--- src/rtl/cla_pipe_adder.sv ---
// Two-stage pipelined carry-lookahead adder/subtractor with valid/ready handshake.
// Define CLA_SAT_EN to clamp overflowing results to signed saturation.
module cla_pipe_adder #(
    parameter int WIDTH   = 16,
    parameter int GROUP_W = 4
) (
    input  logic             clk,
    input  logic             rst,
    input  logic             in_valid,
    output logic             in_ready,
    input  logic [WIDTH-1:0] a,
    input  logic [WIDTH-1:0] b,
    input  logic             cin,
    input  logic             sub,
    output logic             out_valid,
    input  logic             out_ready,
    output logic [WIDTH-1:0] sum,
    output logic             cout,
    output logic             ovf,
    output logic             zero
);
    localparam int NG = WIDTH / GROUP_W;

    // Group propagate/generate of one GROUP_W slice: {P, G}.
    function automatic logic [1:0] group_pg(input logic [GROUP_W-1:0] p,
                                            input logic [GROUP_W-1:0] g);
        logic pp, gg;
        pp = 1'b1;
        gg = 1'b0;
        for (int i = 0; i < GROUP_W; i++) begin
            gg = g[i] | (p[i] & gg);
            pp = pp & p[i];
        end
        return {pp, gg};
    endfunction

    function automatic logic [NG:0] group_carry(input logic [NG-1:0] gp,
                                                input logic [NG-1:0] gg,
                                                input logic          c0);
        logic [NG:0] c;
        logic        term;
        c[0] = c0;
        for (int k = 1; k <= NG; k++) begin
            term = c0;
            for (int m = 0; m < k; m++) term = term & gp[m];
            c[k] = term;
            for (int j = 0; j < k; j++) begin
                term = gg[j];
                for (int m = j + 1; m < k; m++) term = term & gp[m];
                c[k] = c[k] | term;
            end
        end
        return c;
    endfunction

    function automatic logic [GROUP_W:0] bit_carry(input logic [GROUP_W-1:0] p,
                                                   input logic [GROUP_W-1:0] g,
                                                   input logic               c0);
        logic [GROUP_W:0] c;
        logic             term;
        c[0] = c0;
        for (int k = 1; k <= GROUP_W; k++) begin
            term = c0;
            for (int m = 0; m < k; m++) term = term & p[m];
            c[k] = term;
            for (int j = 0; j < k; j++) begin
                term = g[j];
                for (int m = j + 1; m < k; m++) term = term & p[m];
                c[k] = c[k] | term;
            end
        end
        return c;
    endfunction

`ifdef CLA_SAT_EN
    function automatic logic signed [WIDTH-1:0] saturate(input logic signed [WIDTH-1:0] s,
                                                         input logic                    ov,
                                                         input logic                    neg);
        if (!ov) return s;
        return neg ? {1'b1, {(WIDTH-1){1'b0}}} : {1'b0, {(WIDTH-1){1'b1}}};
    endfunction
`endif

    logic [WIDTH-1:0] b_eff, p_bit, g_bit;
    logic [NG-1:0]    gp_grp, gg_grp;
    logic             c_eff;

    logic [WIDTH-1:0] p_p1, g_p1;
    logic [NG-1:0]    gp_p1, gg_p1;
    logic             c_p1, amsb_p1, bmsb_p1, vld_p1;

    logic [NG:0]             gcar;
    logic [WIDTH:0]          carry;
    logic signed [WIDTH-1:0] sum_raw, sum_fin;
    logic                    ovf_s;

    logic [WIDTH-1:0] sum_p2;
    logic             cout_p2, ovf_p2, zero_p2, vld_p2;

    logic ld_out, accept;

    assign ld_out   = ~vld_p2 | out_ready;
    assign in_ready = ~rst & (~vld_p1 | ld_out);
    assign accept   = in_valid & in_ready;

    always_comb begin
        b_eff  = sub ? ~b : b;
        c_eff  = cin ^ sub;
        p_bit  = a ^ b_eff;
        g_bit  = a & b_eff;
        gp_grp = '0;
        gg_grp = '0;
        for (int k = 0; k < NG; k++)
            {gp_grp[k], gg_grp[k]} = group_pg(p_bit[k*GROUP_W +: GROUP_W],
                                              g_bit[k*GROUP_W +: GROUP_W]);
    end

    // Stage 1: operand conditioning and bit/group propagate-generate
    always_ff @(posedge clk or posedge rst) begin
        if (rst) begin
            vld_p1  <= 1'b0;
            p_p1    <= '0;
            g_p1    <= '0;
            gp_p1   <= '0;
            gg_p1   <= '0;
            c_p1    <= 1'b0;
            amsb_p1 <= 1'b0;
            bmsb_p1 <= 1'b0;
        end else begin
            if (in_ready) vld_p1 <= in_valid;
            if (accept) begin
                p_p1    <= p_bit;
                g_p1    <= g_bit;
                gp_p1   <= gp_grp;
                gg_p1   <= gg_grp;
                c_p1    <= c_eff;
                amsb_p1 <= a[WIDTH-1];
                bmsb_p1 <= b_eff[WIDTH-1];
            end
        end
    end

    // Each group's intra-group top carry is superseded by the group-level lookahead carry (same value).
    always_comb begin
        gcar  = group_carry(gp_p1, gg_p1, c_p1);
        carry = '0;
        for (int k = 0; k < NG; k++)
            carry[k*GROUP_W +: GROUP_W+1] = bit_carry(p_p1[k*GROUP_W +: GROUP_W],
                                                      g_p1[k*GROUP_W +: GROUP_W], gcar[k]);
        carry[WIDTH] = gcar[NG];
        sum_raw = p_p1 ^ carry[WIDTH-1:0];
        ovf_s   = (amsb_p1 == bmsb_p1) & (sum_raw[WIDTH-1] != amsb_p1);
`ifdef CLA_SAT_EN
        sum_fin = saturate(sum_raw, ovf_s, amsb_p1);
`else
        sum_fin = sum_raw;
`endif
    end

    // Stage 2: carry resolution, flags, output register
    always_ff @(posedge clk or posedge rst) begin
        if (rst) begin
            vld_p2  <= 1'b0;
            sum_p2  <= '0;
            cout_p2 <= 1'b0;
            ovf_p2  <= 1'b0;
            zero_p2 <= 1'b0;
        end else begin
            if (ld_out) vld_p2 <= vld_p1;
            if (ld_out & vld_p1) begin
                sum_p2  <= sum_fin;
                cout_p2 <= carry[WIDTH];
                ovf_p2  <= ovf_s;
                zero_p2 <= ~|sum_fin;
            end
        end
    end

    assign out_valid = vld_p2;
    assign sum       = sum_p2;
    assign cout      = cout_p2;
    assign ovf       = ovf_p2;
    assign zero      = zero_p2;

endmodule

--- config.mk ---
export PLATFORM = sky130hd
export DESIGN_NAME = cla_pipe_adder
export DESIGN_NICKNAME = d
export VERILOG_FILES = /design/src/rtl/cla_pipe_adder.sv
export SDC_FILE = /design/constraint.sdc
export NUM_CORES = 1
export LEC_CHECK = 0
export ABC_AREA = 1
export BUFFER_PORTS_ARGS = -buffer_cell sky130_fd_sc_hd__buf_2
export CAP_MARGIN = 15
export CELL_PAD_IN_SITES_DETAIL_PLACEMENT = 1
export CELL_PAD_IN_SITES_GLOBAL_PLACEMENT = 1
export CORE_UTILIZATION = 44
export CTS_BUF_LIST = sky130_fd_sc_hd__clkbuf_16
export DETAILED_ROUTE_END_ITERATION = 6
export GPL_TIMING_DRIVEN = 0
export PLACE_DENSITY = 0.88
export SLEW_MARGIN = 5
export SYNTH_ARGS = -nofsm -noshare
export SYNTH_HDL_FRONTEND = slang
export SYNTH_SLANG_ARGS = --single-unit
--- constraint.sdc ---
create_clock -name clk -period 5.2 [get_ports clk]
set_input_delay 0.26 -clock clk [delete_from_list [all_inputs] [get_ports clk]]
set_output_delay 0.26 -clock clk [all_outputs]
set_load 0.05 [all_outputs]
# Yosys cells after proc, flatten, opt, wreduce, memory -nomap -nowiden
# Cells that the tools add are included.
# totals
latchBits	0
elab_cells	136
out_inout_bits	21
input_bits	38
ram_bits	0
reg_bits	63
rom_bits	0
memories	0
# op_classes
n_mul	0
div	0
mux	1
add_sub_neg	0
shift	0
bitwise	118
n_eq_ne	2
n_reduce_logical	2
order_cmp	0
# op_table
op	n
$and A1 B1 Y1	62
$or A1 B1 Y1	48
$xor A16 B16 Y16	2
$and A16 B16 Y16	1
$mux W16	1
$not A16 Y16	1
$reduce_or A16 Y1	1
$not A1 Y1	3
$eq A1 B1 Y1	1
$logic_not A1 Y1	1
$ne A1 B1 Y1	1
$xor A1 B1 Y1	1

# Depth between registers and ports, before layout
# Gate-level depths: netlist of run 1.
# logic_depth
depth_word	15
mapped_depth	17
depth_no_buf	17

# Worst setup path before layout of run 1
# No wires, ideal clock.
# synth_path
kind	input to register
start	in rst
end	reg gg_p1[0]
setup_ns	0.131
path_buffers	2
required_time_ns	5.069
slack_ns	2.815
path_stages	6
t_arrival_ns	2.254
path_cell_list	inv_1 -> nand2_2 -> nor2_4 -> buf_6 -> buf_6 -> o221ai_2
# synth_via
elab_chain_cells	3
# synth_lines
item	line	text
start, declared	8	input logic rst,
$not A1 Y1	103	assign in_ready = ~rst & (~vld_p1 | ld_out);
$and A1 B1 Y1	103	
$and A1 B1 Y1	104	assign accept = in_valid & in_ready;
end signal, assigned	135	gg_p1 <= gg_grp;
end, declared	89	logic [NG-1:0] gp_p1, gg_p1;
# No other way between the ends.
# A chain may end at the register's enable or synchronous reset.

# Worst setup path after layout of run 1
# layout_path
start	in rst
end	out in_ready
# layout_via
elab_chain_cells	2
# layout_lines
item	line	text
$not A1 Y1	103	
$and A1 B1 Y1	103	
end, declared	10	output logic in_ready,
# No other way between the ends.

==> flow_summary.toml, run 1 <==
[detailed_routing]
viasPerCell = 5.21
dr.pass1.iters = 4
avgRoutedWirePerCell_um = 16.8
via_count = 2896
first_iter_violations = 124
routed_wl_mm = 9.35
ant_nets = 0
drc = 0

[logic_synthesis]
ys_seq_area_frac = 0.468
synthTopCellsByArea = "dfrtp_1 (47%), nand2_1 (16%), ha_1 (7.8%)"
yosysWarnings = 0
syn_inst = 385
synth_top_area_share = 0.468
ys_ff_latch = 60
synth_area_leader_cell = "dfrtp_1"
syn_area_per_cell_um2 = 8.34
syn-cell-area_um2 = 3210
synth_cell_types = 26
syn_nets = 443

[floorplanning]
core_area_um2 = 6910
start_util = 0.465
num_rows = 30
dieArea_um2 = 7640
die_w_um = 87.4
chipHeight_um = 87.4
ioPinCount = 59

[global_route]
grt_max_degree = 43
grt_pass1_vias = 3029
track_usage = 0.273
grt_pass1_wl_mm = 15.2
grt-ovfl-total = 0
grt_antenna_before_repair = 0

[critical_path]
critPathCaptureType = "output pin"
r2r_setup_slack_ns = 3.05
crit_path_top_delay_cell = "dlygate4sd3_1"
crit_chain = "dlygate4sd3_1 -> buf_2 -> inv_2 -> buf_12 -> nand2_2 -> inv_1 -> buf_2"
path_buf_inv = 6
cp_max_fo = 42
startpoint_type = "input port"
crit_required_ns = 4.94
worst_path_most_repeated_cell = "buf_2"
criticalPathCategory = "in2out"
critical_path.max_stage_delay_ns = 0.53
cp.arrival_ns = 2.01
cpLargestDelayFamily = "buffers and inverters"

[worst_hold_path]
hp-class = "in2reg"

[place]
gp_congestion = 0.814
pre_cts_ws_ns = 3.14
hpwl_mm = 6.78
portBuffers = 57

[cts]
htreeDepth = 3
clock_path_buffers = 2
post-cts-setup-buffer-count = 0
cts.sinks = 60
cts_buffers = 9
cts_tree = "yes"
cts_root_buf = "clkbuf_16"
path_clk_slew_ns = 0.05
clock_latency_ns = 0.33

[timing]
fin_skew_ns = 0.00849
finalSetupTns_ns = 0
period_share = 0.436
fin_crit_ns = 2.27
worst_slew_pin_slew_ns = 0.492
slew_violations = 0
slew_headroom = 0.672
fmax_mhz = 441
worst_slack_ns = 2.93
rsz0062_at_grt = "no"
setup_violations = 0
hold_viol = 0

[layout]
drive_above_1_share = 0.209
area_delta_synth_final_pct = 23.4
mostFrequentLayoutCell = "nand2_1"
antennaDiodeCount = 0
final_cell_mix = "nand2_1 (138), buf_2 (61), dfrtp_1 (60)"
final_nets = 513
num-fill-cells = 880

[power]
peakVddDrop_mv = 0.206
p_sw_frac = 0.407
leakagePower_nw = 2.09
p_seq_frac = 0.329
p_clk_frac = 0.315
combPwrFrac = 0.356
powerDensity_nw_per_um2 = 514
intPower_mw = 1.21
power.switching_mw = 0.830

[outcome]
status = "complete, no violations"

[job]
drv_cap = 0
==> worst register-to-register path: stages (launching register included) <==
cell and delay, ns:
dfrtp_1 0.42, nand2_1 0.08, nand2_1 0.11, nand2_1 0.09, nand2_1 0.08, nand2_1 0.08, nand2_1 0.13, ha_1 0.23
nand2_1 0.10, nand3_1 0.11, nand2_1 0.10, nand2_1 0.07, nand2_1 0.09, nand2_1 0.10, nand2_1 0.08, nor2_1 0.04
nand2_1 0.06, nand2_1 0.05
==> registers in the layout, indices dropped and copies added (netlist names), 4 cells and up <==
register and count:
p_p1 16, g_p1 12, sum 16, gg_p1 4
gp_p1 4
==> per-layer routing <==
metal  vias to the layer above  part of all wire  track usage  wire length, um
met5                         -                 0            0                0
met2                        80              0.53        0.501             4990
met4                         0             0.020        0.118              191
met1                      1416              0.41        0.315             3790
met3                        17             0.039       0.0389              369
li1                       1383                 -            -                -
==> what timing repair did <==
| action | CTS | global route |
|---|---|---|
| endpoints found under the hold margin | 19 | 0 |
| hold buffers | 1 | 0 |
| gates resized for setup | 0 | 0 |
==> power groups by stage <==
stage	Sequential [mW]	Combinational (mW)	Clock [mW]
floorplan	0.891	0.292	0
global placement	0.662	0.692	0
detailed placement	0.675	0.717	0
CTS	0.670	0.731	0.648
global route	0.684	0.791	0.668
finish	0.670	0.726	0.641
==> stage by stage <==
step                power, mW  area (um^2)   util  hold WS, ns  instances
finish                   2.04         3960  0.574        0.165        556
global route             2.14         3960  0.574        0.177        556
CTS                      2.05         3960  0.574        0.158        556
detailed placement       1.39         3630  0.526        0.292        539
global placement         1.35         3610  0.523        0.457        538
floorplan                1.18         3210      -        0.371        385
==> cell usage after synthesis <==
master	instances
nand2_1	138
a21oi_1	5
a31oi_1	4
nor2_1	15
a21o_1	1
nand2_2	2
ha_1	20
clkbuf_2	1
o21ai_0	31
xnor2_1	1
inv_1	36
xor2_1	16
nand4_1	6
dfrtp_1	60
nand3_1	20
o21a_1	1
o211ai_2	1
buf_6	4
buf_2	4
nor3_1	4
buf_4	2
o21ai_1	5
inv_2	1
clkbuf_1	1
nor2_4	3
o221ai_2	3
==> cell type report <==
class	count	area, um^2	area share
clock inverters	7	91.3	0.0231
repair buffers	59	315	0.0796
well taps	96	120	0.0303
inverters	37	139	0.0351
plain buffers	12	88.8	0.0224
clock buffers	9	225	0.0569
multi-input cells	276	1480	0.374
flip-flops and latches	60	1500	0.379
==> worst paths after layout <==
check                                    from               endpoint  cells past startpoint
setup / recovery                          rst               in_ready                      7
setup reg to reg             c_p1$_DFFE_PP0P_       zero$_DFFE_PP0P_                     17
min in group asynchronous                 rst  out_valid$_DFFE_PP0N_                      3
hold / removal                      out_ready  out_valid$_DFFE_PP0N_                      2
max in group asynchronous                 rst   gg_p1[1]$_DFFE_PP0P_                      4
hold reg to reg            sum[9]$_DFFE_PP0P_     sum[9]$_DFFE_PP0P_                      2
==> kinds of logic (layout without fill, tap and decap cells) <==
group | count (synthesis) | after routing | synth area share
adder cells (fa/ha/maj) | 20 | 20 | 0.0780
XOR/XNOR | 17 | 17 | 0.0464
buffers and inverters | 49 | 124 | 0.0709
flip-flops | 60 | 60 | 0.468
AND/OR/NAND/NOR | 188 | 188 | 0.242
AO/OA/AOI/OAI | 51 | 51 | 0.0943
(Power assumes the default switching activity.)
==> run 2, diff against run 1 <==
--- a/config.mk
+++ b/config.mk
@@ -10,11 +10,11 @@
 export CAP_MARGIN = 15
 export CELL_PAD_IN_SITES_DETAIL_PLACEMENT = 1
 export CELL_PAD_IN_SITES_GLOBAL_PLACEMENT = 1
-export CORE_UTILIZATION = 44
+export CORE_UTILIZATION = 37
 export CTS_BUF_LIST = sky130_fd_sc_hd__clkbuf_16
 export DETAILED_ROUTE_END_ITERATION = 6
 export GPL_TIMING_DRIVEN = 0
-export PLACE_DENSITY = 0.88
+export PLACE_DENSITY = 0.79
 export SLEW_MARGIN = 5
 export SYNTH_ARGS = -nofsm -noshare
 export SYNTH_HDL_FRONTEND = slang
==> constraint.sdc (replaced) <==
create_clock -name clk -period 1.82 [get_ports clk]
set_input_delay 0.091 -clock clk [delete_from_list [all_inputs] [get_ports clk]]
set_output_delay 0.091 -clock clk [all_outputs]
set_load 0.05 [all_outputs]
==> run 2 against run 1 <==
Compared with the run above: via count fell by 0.76%; sequential power increased to 2.9 times the previous value; cell count up 2.5%; worst setup slack worse by 2.9 ns; first-iteration DRC count is 27% lower; register-to-register slack lost 3.0 ns; count of clock-buffer cells in the layout is the same; utilization shrank 8.1 points; combinational power rose to 3.0 times the previous value; die area increased by 18%; clock skew shrank 0.0046 ns; critical endpoint is now ovf$_DFFE_PP0P_.
==> flow_summary.toml, run 2 (synthesized netlist as in run 1, its figures left out) <==
[global_route]
grt_pass1_vias = 2988
grt_pass1_wl_mm = 14.3
grt_antenna_before_repair = 0
track_usage = 0.217
grt_max_degree = 34
grt-ovfl-total = 0

[timing]
hold_viol = 0
period_share = 0.983
fin_skew_ns = 0.00386
slew_violations = 0
fin_hold_ws_ns = 0.0160
slew_headroom = 0.650
rsz0062_at_grt = "yes"
finalSetupTns_ns = 0
worst_slew_pin_slew_ns = 0.524
fmax_mhz = 559
setup_violations = 0
fin_crit_ns = 1.79

[worst_hold_path]
hp-class = "in2reg"
hold_depth = 3

[detailed_routing]
drc = 0
first_iter_violations = 91
avgRoutedWirePerCell_um = 15.5
via_count = 2874
ant_nets = 0
routed_wl_mm = 8.81
dr.pass1.iters = 4
viasPerCell = 5.04

[power]
total_power_mw = 5.72
leakagePower_nw = 2.14
peakVddDrop_mv = 0.497
powerDensity_nw_per_um2 = 1400

[cts]
htreeDepth = 3
cts_root_buf = "clkbuf_16"
clock_path_buffers = 2
path_clk_slew_ns = 0.05
cts_buffers = 9
cts_tree = "yes"
cts.sinks = 60
clock_latency_ns = 0.33

[floorplanning]
core_area_um2 = 8300
chipHeight_um = 95.1
start_util = 0.387
dieArea_um2 = 9050
ioPinCount = 59
num_rows = 33
die_w_um = 95.1

[layout]
antennaDiodeCount = 0
num-fill-cells = 1009
design_area_um2 = 4090
drive_above_1_share = 0.256
final_cell_mix = "nand2_1 (126), buf_2 (61), dfrtp_1 (60)"
area_delta_synth_final_pct = 27.5
final_nets = 518
mostFrequentLayoutCell = "nand2_1"

[outcome]
status = "complete, no violations"

[place]
portBuffers = 57
hpwl_mm = 6.45
gp_congestion = 0.793
placed_cell_area_um2 = 3650

[critical_path]
criticalPathCategory = "reg2reg"
crit_required_ns = 2.04
ff2ff_path_depth = 16
cp_max_fo = 3
r2r_setup_slack_ns = 0.03
critPathCaptureType = "flop"
cp.arrival_ns = 2.01
startpoint_type = "flop"

[job]
drv_cap = 0
run 2: changes by cell type in the layout (fill, tap and decap cells not counted), moves of 2 or more:
cell,previous run,this run
nand3_1,20,18
ha_1,20,18
buf_4,2,6
nand3_4,0,2
clkinv_2,3,5
nand2_4,0,4
nand2_2,2,10
nand2_1,138,126
run 2: area by class of cell:
type                       count  area, um^2  area share
buffer                        12        88.8      0.0217
tap                          105         131      0.0321
inverter                      37         143      0.0349
sequential                    60        1500       0.367
clock inverter                 7        58.8      0.0144
multi-input combinational    276        1580       0.386
clock buffer                   9         225      0.0550
timing repair buffer          64         365      0.0893
run 2: worst paths after layout:
kind | endpoint | start
max in group asynchronous | sum[8]$_DFFE_PP0P_ | rst
min in group asynchronous | out_valid$_DFFE_PP0N_ | rst
setup / recovery | ovf$_DFFE_PP0P_ | c_p1$_DFFE_PP0P_
setup reg to reg | ovf$_DFFE_PP0P_ | c_p1$_DFFE_PP0P_
hold reg to reg | sum[1]$_DFFE_PP0P_ | sum[1]$_DFFE_PP0P_
hold / removal | amsb_p1$_DFFE_PP0P_ | a[15]
run 2: through the flow:
| step | utilization | std cells | setup slack [ns] |
|---|---|---|---|
| 2_1_floorplan | - | 385 | 0.0134 |
| 3_3_place_gp | 0.437 | 547 | -0.599 |
| 3_5_place_dp | 0.440 | 548 | -0.123 |
| 4_1_cts | 0.482 | 567 | 0.00351 |
| 5_1_grt | 0.493 | 570 | -0.0885 |
| 6_report | 0.493 | 570 | 0.0311 |
run 2: critical path: stages (launching register included):
cell and delay, ns:
dfrtp_1 0.38, nand2_1 0.08, nand2_2 0.07, nand2_2 0.06, nand2_2 0.06, nand2_2 0.08
nand2_4 0.06, ha_4 0.17, nand2_4 0.07, nand3_4 0.08, nand2_4 0.10, nand2_2 0.05
nand2_2 0.10, buf_4 0.11, nand3_1 0.05, nand3_1 0.08, nand2_1 0.05
run 2: where the power goes:
| group | internal, mW | switching [mW] | leakage (nW) | total (mW) |
|---|---|---|---|---|
| clock network | 1.04 | 0.601 | 0.150 | 1.64 |
| logic | 0.637 | 1.52 | 1.24 | 2.15 |
| registers | 1.69 | 0.236 | 0.750 | 1.92 |
run 2: metal layers:
metal  up-vias  wire length [um]  track usage
li1       1392                 -            -
met4         0               178       0.0808
met2        57              4580        0.397
met1      1409              3770        0.253
met5         -                 0            0
met3        16               280       0.0335
run 2: what timing repair did:
action                                  CTS  global route
pin swaps                                 5            10
endpoints found under the setup margin    3             4
hold endpoints to repair                 27             0
buffers inserted                          1             3
hold buffers                              2             0
gates resized for setup                  11            15
==> run 3, diff against run 2 <==
--- a/config.mk
+++ b/config.mk
@@ -6,13 +6,13 @@
 export NUM_CORES = 1
 export LEC_CHECK = 0
 export ABC_AREA = 1
-export BUFFER_PORTS_ARGS = -buffer_cell sky130_fd_sc_hd__buf_2
 export CAP_MARGIN = 15
 export CELL_PAD_IN_SITES_DETAIL_PLACEMENT = 1
 export CELL_PAD_IN_SITES_GLOBAL_PLACEMENT = 1
-export CORE_UTILIZATION = 37
+export CORE_UTILIZATION = 42
 export CTS_BUF_LIST = sky130_fd_sc_hd__clkbuf_16
 export DETAILED_ROUTE_END_ITERATION = 6
+export DONT_BUFFER_PORTS = 1
 export GPL_TIMING_DRIVEN = 0
 export PLACE_DENSITY = 0.79
 export SLEW_MARGIN = 5
==> run 3 against run 2 <==
Compared with the run above: utilization up 3.9 points; power increased by 2.7%; the flow now finishes with violations (negative setup slack); die area fell by 12%; largest power group is now registers; first-iteration DRC count rose by 38%; count of clock-buffer cells in the layout stayed put; clock power increased by 20%; register-to-register slack worse by 0.04 ns; largest cell class unchanged; combinational power is 40% lower; fmax decreased by 2.2%; cell area down 4.7%; cell count is 10% lower.
==> flow_summary.toml, run 3 (synthesized netlist as in run 1, its figures left out) <==
[layout]
antennaDiodeCount = 0
mostFrequentLayoutCell = "nand2_1"
drive_above_1_share = 0.155
area_delta_synth_final_pct = 21.5
fin_util = 0.532
final_nets = 466
final_cell_mix = "nand2_1 (129), dfrtp_1 (59), inv_1 (35)"

[cts]
clock_latency_ns = 0.33
clock_path_buffers = 2
cts_root_buf = "clkbuf_16"
path_clk_slew_ns = 0.05
cts_buffers = 9
cts.sinks = 60
cts_tree = "yes"
htreeDepth = 3

[timing]
worst_slew_pin_slew_ns = 0.506
slew_violations = 0
fmax_mhz = 547
worst_slack_ns = -0.00907
fin_skew_ns = 0.00389
fin_crit_ns = 1.83
rsz0062_at_grt = "yes"
period_share = 1.00
fin_hold_ws_ns = 0.0302
setup_violations = 1
hold_viol = 0
slew_headroom = 0.662

[global_route]
met2_usage = 0.444
grt_antenna_before_repair = 0
grt_pass1_wl_mm = 14.6
grt_pass1_vias = 2894
met1_usage = 0.313
grt-ovfl-total = 0
grt_max_degree = 39
grt-busiest-layer = "met2"
gr-usage-met3 = 0.0323
track_usage = 0.254

[floorplanning]
dieArea_um2 = 8000
start_util = 0.438
die_w_um = 89.4
core_area_um2 = 7330
num_rows = 31
chipHeight_um = 89.4
ioPinCount = 59

[power]
peakVddDrop_mv = 0.578
powerDensity_nw_per_um2 = 1510
leakagePower_nw = 1.95

[critical_path]
crit_path_top_delay_cell = "dfrtp_1"
critPathCaptureType = "flop"
critPathLaunch = "gp_p1[0]$_DFFE_PP0P_"
worstReg2RegStart = "gp_p1[0]$_DFFE_PP0P_"
startpoint_type = "flop"
cp.arrival_ns = 2.10
criticalPathCategory = "reg2reg"
crit_chain = "nand2_1 -> nand2_2 -> nand2_1 -> nand2_1 -> nand2_1 -> nand2_2 -> ha_4 -> nand2_4 -> nand3_4 -> nand2_4 -> nand3_2 -> nand2_4 -> nand2_1 -> nor2_1 -> nand2_1 -> nand2_1"
worst_path_most_repeated_cell = "nand2_1"
cp_max_fo = 3
crit_required_ns = 2.09
critical_path.max_stage_delay_ns = 0.38

[job]
drv_cap = 0

[detailed_routing]
first_iter_violations = 126
routed_wl_mm = 9.05
avgRoutedWirePerCell_um = 17.7
drc = 0
via_count = 2677
ant_nets = 0
dr.pass1.iters = 4
viasPerCell = 5.23

[place]
pre_cts_ws_ns = -0.240
portBuffers = 0
hpwl_mm = 6.39
gp_congestion = 0.776

[outcome]
status = "finished, violations left"
violations = "negative setup slack"

[worst_hold_path]
min_from = "a[11]"
hp-class = "in2reg"
run 3: cell types whose count changed in the layout (fill, tap and decap cells not counted), sizes merged:
cell,change
buf,-56
bufinv,+2
clkinv,-2
clkinvlp,+1
dlygate4sd3,+4
inv,-1
run 3: layer usage:
| metal | wire, um | vias up |
|---|---|---|
| li1 | - | 1287 |
| met1 | 3990 | 1299 |
| met2 | 4530 | 74 |
| met3 | 320 | 17 |
| met4 | 214 | 0 |
| met5 | 0 | - |
run 3: repair_timing:
action	CTS	global route
resized for setup	19	10
buffers inserted	5	0
endpoints found under the setup margin	4	35
hold buffers	5	0
hold endpoints to repair	26	0
pin swaps	11	10
run 3: metrics by stage:
| step | cells | power (mW) | setup TNS [ns] | cell area (um^2) |
|---|---|---|---|---|
| 4_1_cts | 511 | 5.85 | -0.00875 | 3860 |
| 5_1_grt | 512 | 6.17 | -0.264 | 3900 |
| 6_report | 512 | 5.87 | -0.00907 | 3900 |
| 2_1_floorplan | 385 | 3.38 | 0 | 3210 |
| 3_3_place_gp | 484 | 3.66 | -15.80 | 3340 |
| 3_5_place_dp | 485 | 3.75 | -0.601 | 3360 |
run 3: cell type report:
type	instances	area (um^2)
sequential	60	1500
buffer	12	90.1
fill	855	3430
clock buffer	9	225
multi-input combinational	276	1580
timing repair buffer	12	123
inverter	37	143
clock inverter	7	115
tap	99	124
run 3: power breakdown:
group | total (mW) | internal (mW) | switching (mW)
Clock | 1.96 | 1.33 | 0.626
Combinational | 1.30 | 0.505 | 0.799
Sequential | 2.61 | 1.68 | 0.939
Total | 5.87 | 3.51 | 2.36
run 3: worst paths after layout:
kind                                              end  slack, ns  cells after the start
worst max register to register       zero$_DFFE_PP0P_     -0.009                     16
max in group asynchronous         sum[10]$_DFFE_PP0P_       0.65                      4
worst max-delay path                 zero$_DFFE_PP0P_     -0.009                     16
worst min register to register   gp_p1[3]$_DFFE_PP0P_       0.49                      2
worst min-delay path             gg_p1[2]$_DFFE_PP0P_       0.03                      3
min in group asynchronous       out_valid$_DFFE_PP0N_       0.30                      3
run 3: worst max-delay path, delay by kind of cell, from the launching register on:
kind          cells  cell delay, ns
fa+ha+maj         1            0.19
flops             1            0.38
simple gates     15            1.19
